`src/rtl/bus_xfer_ctrl_pkg.sv`:
```
// Shared types and limits for the tri-state bus transfer controller.
package bus_xfer_pkg;

  localparam int unsigned NSRC_MAX   = 16;
  localparam int unsigned SETTLE_MAX = 15;
  localparam int unsigned CNT_W      = 4;
  localparam int unsigned SEL_W      = $clog2(NSRC_MAX) + 1;

  typedef enum logic [2:0] {
    ST_IDLE   = 3'd0,
    ST_DRIVE  = 3'd1,
    ST_SAMPLE = 3'd2,
    ST_WRITE  = 3'd3,
    ST_DONE   = 3'd4
  } xfer_state_e;

  function automatic logic sel_valid(input logic [SEL_W-1:0] idx, input logic [SEL_W-1:0] lim);
    return (idx < lim);
  endfunction

endpackage

```
`src/rtl/bus_xfer_ctrl_if.sv`:
```
// Handshake and bus signals between the transfer controller and its requester/bus.
interface bus_xfer_ctrl_if #(
  parameter int W    = 32,
  parameter int NSRC = 8
);
  localparam int SW = (NSRC > 1) ? $clog2(NSRC) : 1;

  logic            start;
  logic [SW-1:0]   src_sel;
  logic [SW-1:0]   dst_sel;
  logic [W-1:0]    bus;
  logic [NSRC-1:0] out_ena;
  logic [NSRC-1:0] in_ena;
  logic [W-1:0]    wdata;
  logic            busy;
  logic            done;
  logic            err;

  modport slave (
    input  start, src_sel, dst_sel, bus,
    output out_ena, in_ena, wdata, busy, done, err
  );

  modport master (
    output start, src_sel, dst_sel,
    input  out_ena, in_ena, wdata, busy, done, err
  );
endinterface

```
`src/rtl/bus_xfer_ctrl_onehot_dec.sv`:
```
// Index-to-one-hot decoder; out-of-range indices decode to all-zero.
module onehot_dec #(
  parameter int NSRC = 8,
  parameter int SW   = 3
) (
  input  logic [SW-1:0]   idx,
  input  logic            en,
  output logic [NSRC-1:0] onehot
);

  // Decode one enable bit from the index
  always_comb begin
    onehot = '0;
    if (en && (32'(idx) < NSRC)) begin
      onehot[idx] = 1'b1;
    end else begin
      onehot = '0;
    end
  end

endmodule

```
`src/rtl/bus_xfer_ctrl.sv`:
```
// Moves one word between tri-state bus sources: drive, settle, sample, write, done.
module bus_xfer_ctrl
  import bus_xfer_pkg::*;
#(
  parameter int W      = 32,
  parameter int NSRC   = 8,
  parameter int SETTLE = 1
) (
  input  logic            clk,
  input  logic            rst_n,
  bus_xfer_ctrl_if.slave  bif
);

  localparam int SW       = (NSRC > 1) ? $clog2(NSRC) : 1;
  localparam int SETTLE_C = (SETTLE > int'(SETTLE_MAX)) ? int'(SETTLE_MAX) : ((SETTLE < 1) ? 1 : SETTLE);
  localparam logic [CNT_W-1:0] SETTLE_LOAD = CNT_W'(SETTLE_C - 1);

  xfer_state_e      state_r, state_nxt_s;
  logic [CNT_W-1:0] cnt_r, cnt_nxt_s;
  logic [SW-1:0]    src_r, dst_r, src_nxt_s, dst_nxt_s;
  logic             reject_s, out_en_s, in_en_s;
  logic [NSRC-1:0]  out_dec_s, in_dec_s, out_ena_r, in_ena_r;
  logic [W-1:0]     wdata_r;
  logic             busy_r, done_r, err_r;

  // Next-state, counter and select-latch logic
  always_comb begin
    state_nxt_s = state_r;
    cnt_nxt_s   = cnt_r;
    src_nxt_s   = src_r;
    dst_nxt_s   = dst_r;
    reject_s    = 1'b0;
    case (state_r)
      ST_IDLE: begin
        if (bif.start) begin
          if (sel_valid(SEL_W'(bif.src_sel), SEL_W'(NSRC)) &&
              sel_valid(SEL_W'(bif.dst_sel), SEL_W'(NSRC)) &&
              (bif.src_sel != bif.dst_sel)) begin
            state_nxt_s = ST_DRIVE;
            cnt_nxt_s   = SETTLE_LOAD;
            src_nxt_s   = bif.src_sel;
            dst_nxt_s   = bif.dst_sel;
          end else begin
            reject_s    = 1'b1;
          end
        end else begin
          state_nxt_s = ST_IDLE;
        end
      end
      ST_DRIVE: begin
        if (cnt_r == {CNT_W{1'b0}}) begin
          state_nxt_s = ST_SAMPLE;
        end else begin
          cnt_nxt_s   = cnt_r - {{(CNT_W-1){1'b0}}, 1'b1};
        end
      end
      ST_SAMPLE: state_nxt_s = ST_WRITE;
      ST_WRITE:  state_nxt_s = ST_DONE;
      ST_DONE:   state_nxt_s = ST_IDLE;
      default:   state_nxt_s = ST_IDLE;
    endcase
    out_en_s = (state_nxt_s == ST_DRIVE) || (state_nxt_s == ST_SAMPLE);
    in_en_s  = (state_nxt_s == ST_WRITE);
  end

  // Enables are decoded from the next state so they can be registered
  onehot_dec #(.NSRC(NSRC), .SW(SW)) u_out_dec (.idx(src_nxt_s), .en(out_en_s), .onehot(out_dec_s));
  onehot_dec #(.NSRC(NSRC), .SW(SW)) u_in_dec  (.idx(dst_nxt_s), .en(in_en_s),  .onehot(in_dec_s));

  // FSM state, settle counter and latched selects
  always_ff @(posedge clk or negedge rst_n) begin
    if (!rst_n) begin
      state_r <= ST_IDLE;
      cnt_r   <= {CNT_W{1'b0}};
      src_r   <= {SW{1'b0}};
      dst_r   <= {SW{1'b0}};
    end else begin
      state_r <= state_nxt_s;
      cnt_r   <= cnt_nxt_s;
      src_r   <= src_nxt_s;
      dst_r   <= dst_nxt_s;
    end
  end

  // Registered outputs; wdata only loads on the edge leaving SAMPLE
  always_ff @(posedge clk or negedge rst_n) begin
    if (!rst_n) begin
      out_ena_r <= {NSRC{1'b0}};
      in_ena_r  <= {NSRC{1'b0}};
      wdata_r   <= {W{1'b0}};
      busy_r    <= 1'b0;
      done_r    <= 1'b0;
      err_r     <= 1'b0;
    end else begin
      out_ena_r <= out_dec_s;
      in_ena_r  <= in_dec_s;
      busy_r    <= (state_nxt_s != ST_IDLE);
      done_r    <= (state_nxt_s == ST_DONE);
      err_r     <= reject_s;
      if (state_r == ST_SAMPLE) begin
        wdata_r <= bif.bus;
      end else begin
        wdata_r <= wdata_r;
      end
    end
  end

  assign bif.out_ena = out_ena_r;
  assign bif.in_ena  = in_ena_r;
  assign bif.wdata   = wdata_r;
  assign bif.busy    = busy_r;
  assign bif.done    = done_r;
  assign bif.err     = err_r;

endmodule

```
`src/flat_wrapper.sv`:
```
// flat-port wrapper written by rule: the top's interface ports become plain ports
module bus_xfer_ctrl_flat import bus_xfer_pkg::*;
#(
  parameter int W      = 32,
  parameter int NSRC   = 8,
  parameter int SETTLE = 1
)
  (clk, rst_n, bif_start, bif_src_sel, bif_dst_sel, bif_bus, bif_out_ena, bif_in_ena, bif_wdata, bif_busy, bif_done, bif_err);
  bus_xfer_ctrl_if #(.W(W), .NSRC(NSRC)) bif_i ();
  input  logic clk;
  input  logic rst_n;
  input wire logic [$bits(bif_i.start)-1:0] bif_start;
  input wire logic [$bits(bif_i.src_sel)-1:0] bif_src_sel;
  input wire logic [$bits(bif_i.dst_sel)-1:0] bif_dst_sel;
  input wire logic [$bits(bif_i.bus)-1:0] bif_bus;
  output wire logic [$bits(bif_i.out_ena)-1:0] bif_out_ena;
  output wire logic [$bits(bif_i.in_ena)-1:0] bif_in_ena;
  output wire logic [$bits(bif_i.wdata)-1:0] bif_wdata;
  output wire logic [$bits(bif_i.busy)-1:0] bif_busy;
  output wire logic [$bits(bif_i.done)-1:0] bif_done;
  output wire logic [$bits(bif_i.err)-1:0] bif_err;
  assign bif_i.start = bif_start;
  assign bif_i.src_sel = bif_src_sel;
  assign bif_i.dst_sel = bif_dst_sel;
  assign bif_i.bus = bif_bus;
  assign bif_out_ena = bif_i.out_ena;
  assign bif_in_ena = bif_i.in_ena;
  assign bif_wdata = bif_i.wdata;
  assign bif_busy = bif_i.busy;
  assign bif_done = bif_i.done;
  assign bif_err = bif_i.err;
  bus_xfer_ctrl #(.W(W), .NSRC(NSRC), .SETTLE(SETTLE)) u_core (.clk(clk), .rst_n(rst_n), .bif(bif_i));
endmodule
```
`config.mk`:
```
export PLATFORM = sky130hd
export DESIGN_NAME = bus_xfer_ctrl_flat
export DESIGN_NICKNAME = d
export VERILOG_FILES = /design/src/rtl/bus_xfer_ctrl_pkg.sv /design/src/rtl/bus_xfer_ctrl_if.sv /design/src/rtl/bus_xfer_ctrl_onehot_dec.sv /design/src/rtl/bus_xfer_ctrl.sv /design/src/flat_wrapper.sv
export SDC_FILE = /design/constraint.sdc
export NUM_CORES = 1
export LEC_CHECK = 0
export ABC_CLOCK_PERIOD_IN_PS = 2200
export CAP_MARGIN = 20
export CORE_UTILIZATION = 40
export DETAILED_ROUTE_END_ITERATION = 6
export PLACE_DENSITY = 0.71
export SLEW_MARGIN = 20
export SYNTH_ARGS = -nofsm -noshare
export SYNTH_HDL_FRONTEND = slang
export SYNTH_SLANG_ARGS = --single-unit
```
`constraint.sdc`:
```
create_clock -name clk -period 2.2 [get_ports clk]
set_input_delay 0.44 -clock clk [delete_from_list [all_inputs] [get_ports clk]]
set_output_delay 0.44 -clock clk [all_outputs]
set_load 0.01 [all_outputs]
```
==> impl_results.md <==
* Boundary Pins at between 90 and 100
* RSZ-0062 raised after global routing: false
* Number of global-route vias before repair at a little over 2k
* Sequential area share after synthesis at 0.566
* Top-count cell post-synth: dfrtp_1
* Yosys cell types at 44
* First-pass GRT wire length at 9750 um
* Logic pwr share at 0.411
* Main flop type after synthesis: dfrtp_1
* Post-Synthesis Cells at 216
* Layout cells sized above 1 at 0.244
* Setup Crit Path Kind: flop to flop
* CTS Hold Bufs at 0
* Internal Power at 3790 uW
* Synth top area share at 0.566
* Crit start category: flop
* Rows at 30
* Clock power frac at 0.229
* Initial antenna violation count at 0
* CTS Root Buffer Type: clkbuf_8
* Fin Setup TNS at 0 ns
* Static Leak at roughly 0.0017 uW
* Vias at 2117
* Hold slack at 0.104 ns
* DPL Wire Length at ~4300 um
* Reg clk slew, reported paths at roughly 0.07 ns
* Post-CTS sizing at 0
* Die width at 86.1 um
* Final ANT Viol Nets at 0
* Worst Setup End Kind: flop
* Area growth syn-to-layout at 47.8%
* Full die area at roughly 0.0074 sq mm
* Final nets at approximately 370
* TritonRoute pass-1 iters at 4
* Tmin final at about 1.9 ns
* Top cells by area, synth: dfrtp_1, mux2_2, a31oi_1
* PortBufs at 91
* Largest net degree at the start of global routing at 65
* Worst relative slew slack at 0.516
* Gr usage total at 0.172
* Finish-stage setup viols at 0
* WL final at 6030 um
* Number of max-cap violations at 0
* Synth Register Bits at 64
* DR vias/cell at approximately 5
* Final period util at 0.846
* Worst-margin pin slew at approximately 0.72 ns
* Worst path bufs/invs at 1
* Die Span Y at about 86 um
* Crit path DAT at around 2.1 ns
* CTS Sinks at 64
* DR WL/cell at 14.2 um
* Fin. Hold Viols at 0
* Fmax at about 0.54 GHz
* Worst skew pair latency at between 0.3 and 0.4 ns
* First-iteration detailed-routing DRC count at 57
* Grt ovf at 0
* Mapped Area at roughly 0.0028 sq mm
* Post-CTS setup buffers at 0
* Core area at ~0.0068 sq mm
* Max Buffers Root-to-Sink at 2
* Top delay family on crit path: flip-flops
* Cell taking the most area after synthesis: dfrtp_1
* Post-synth EDFFs at 0
* Crit-path max FO at 13
* Synthesized Nets at 258
* Critical Path RT at approximately 2.4 ns
* # H-tree levels at 3
* Worst clock skew at 0.00691 ns
* Worst min-delay path class: input pin to asynchronous set/reset pin
* GP Congestion at between 0.7 and 0.8
* DRC errors left at 0
* Initial core utilization at 0.414
* Syn avg cell area at 13.1 sq um
* Worst ir drop on vdd at 0.476 mV
* Switching part of the total power at 0.307
* Synth warnings at 0
* Sequential share of power at 0.360
* Number of buffers created by CTS at 9
* Slowest CP cell: dfrtp_1
* Asr flop ratio synth at 1.00
* CTS tree: done
* Power Density at 1310 mW/mm^2
* Switching Power at approximately 1700 uW
* Status: finished clean
* Commonest cells post-synth: dfrtp_1, mux2_2, nand2_1, a31oi_1, o21ai_0
* Critical path, cell by cell: nor4b_4 -> o31ai_4 -> buf_4 -> o32ai_1
* Fin. max-slew vios at 0
* Slowest Stage Delay on Critical Path at 0.54 ns
* Inserted Diodes at 0
registers in the layout, summed over array words and instances, names as in the netlist:
register            count
u_core.src_r            3
u_core.state_r          3
u_core.cnt_r            4
u_core.bif.err          1
u_core.bif.in_ena       8
u_core.dst_r            3
u_core.bif.done         1
u_core.bif.busy         1
u_core.bif.out_ena      8
u_core.bif.wdata       32
final timing paths:
path	slack, ns	from	depth (start not counted)	endpoint
hold reg to reg	0.51	u_core.bif.wdata[20]	1	u_core.bif.wdata[20]
max in group asynchronous	1.82	rst_n	2	u_core.bif.out_ena[7]
hold / removal	0.10	rst_n	2	u_core.bif.wdata[10]
min in group clk	0.51	u_core.bif.wdata[20]	1	u_core.bif.wdata[20]
setup reg to reg	0.34	u_core.state_r[0]	4	u_core.bif.out_ena[6]
setup / recovery	0.34	u_core.state_r[0]	4	u_core.bif.out_ena[6]
cell type report:
| class | count | area (sq um) |
|---|---|---|
| sequential | 64 | 1600 |
| timing repair buffer | 108 | 1060 |
| multi-input combinational | 136 | 1140 |
| tap | 96 | 120 |
| inverter | 4 | 15.0 |
| clock buffer | 10 | 138 |
| fill | 565 | 2650 |
| clock inverter | 6 | 115 |
stage by stage:
stage | worst slack, ns | utilization | power (uW) | instance area (sq um) | std cells
after floorplan | 0.458 | - | 3160 | 2830 | 216
after global placement | 0.0375 | 0.575 | 4190 | 3930 | 408
after detailed placement | 0.00406 | 0.575 | 4250 | 3930 | 408
after CTS | 0.314 | 0.612 | 5520 | 4180 | 424
after global routing | 0.161 | 0.612 | 5810 | 4180 | 424
final | 0.338 | 0.612 | 5470 | 4180 | 424
logic make-up after synthesis:
| kind of cell | after synthesis | share of synthesized area |
|---|---|---|
| adders and majority gates | 1 | 0.00442 |
| xor gates and xnor gates | 6 | 0.0278 |
| AOI/OAI and AO/OA | 39 | 0.104 |
| muxes | 37 | 0.147 |
| buffers and inverters | 16 | 0.0331 |
| DFF | 64 | 0.566 |
| and+or+nand+nor | 53 | 0.118 |
cells in the final DEF (no fill, tap or decap), types with 2 or more instances in the layout:
cell             netlist  routed
clkbuf_8               0      10
a21oi_1                3       3
a31oi_1                9       9
o32ai_1                3       3
o41ai_2                2       2
mux2_2                37      37
nor3b_1                2       2
nand2b_1               4       4
xnor2_1                3       3
nand4_1                3       3
nand3_1                4       4
o31ai_1                3       3
nor2_1                 6       6
nand2_1               13      13
dfrtp_1               64      64
o21ai_0                9       9
or4_1                  2       2
and2_1                 2       2
nor2b_1                7       7
bufinv_16              0       3
buf_12                 0       2
o311ai_0               4       4
buf_4                  5      15
inv_1                  4       4
clkdlybuf4s50_1        0      90
routing by layer:
metal | routed length [um] | vias up | global-route usage
li1 | - | 1006 | -
met5 | 0 | - | 0
met1 | 2720 | 1011 | 0.225
met2 | 2750 | 88 | 0.258
met4 | 114 | 0 | 0.0955
met3 | 441 | 12 | 0.0500
power groups by stage:
stage / clock network [uW] / logic, uW / registers (uW)
2_1_floorplan: 0 / 1070 / 2090
3_3_place_gp: 0 / 2220 / 1970
3_5_place_dp: 0 / 2260 / 1990
4_1_cts: 1280 / 2260 / 1970
5_1_grt: 1330 / 2440 / 2040
6_report: 1250 / 2250 / 1970
worst reg2reg max path, cell delays in order, from the launching register on:
cell     delay, ns
dfrtp_1       0.54
nor4b_4       0.53
o31ai_4       0.21
buf_4         0.20
o32ai_1       0.28
Power figures use the tool's default switching activity.
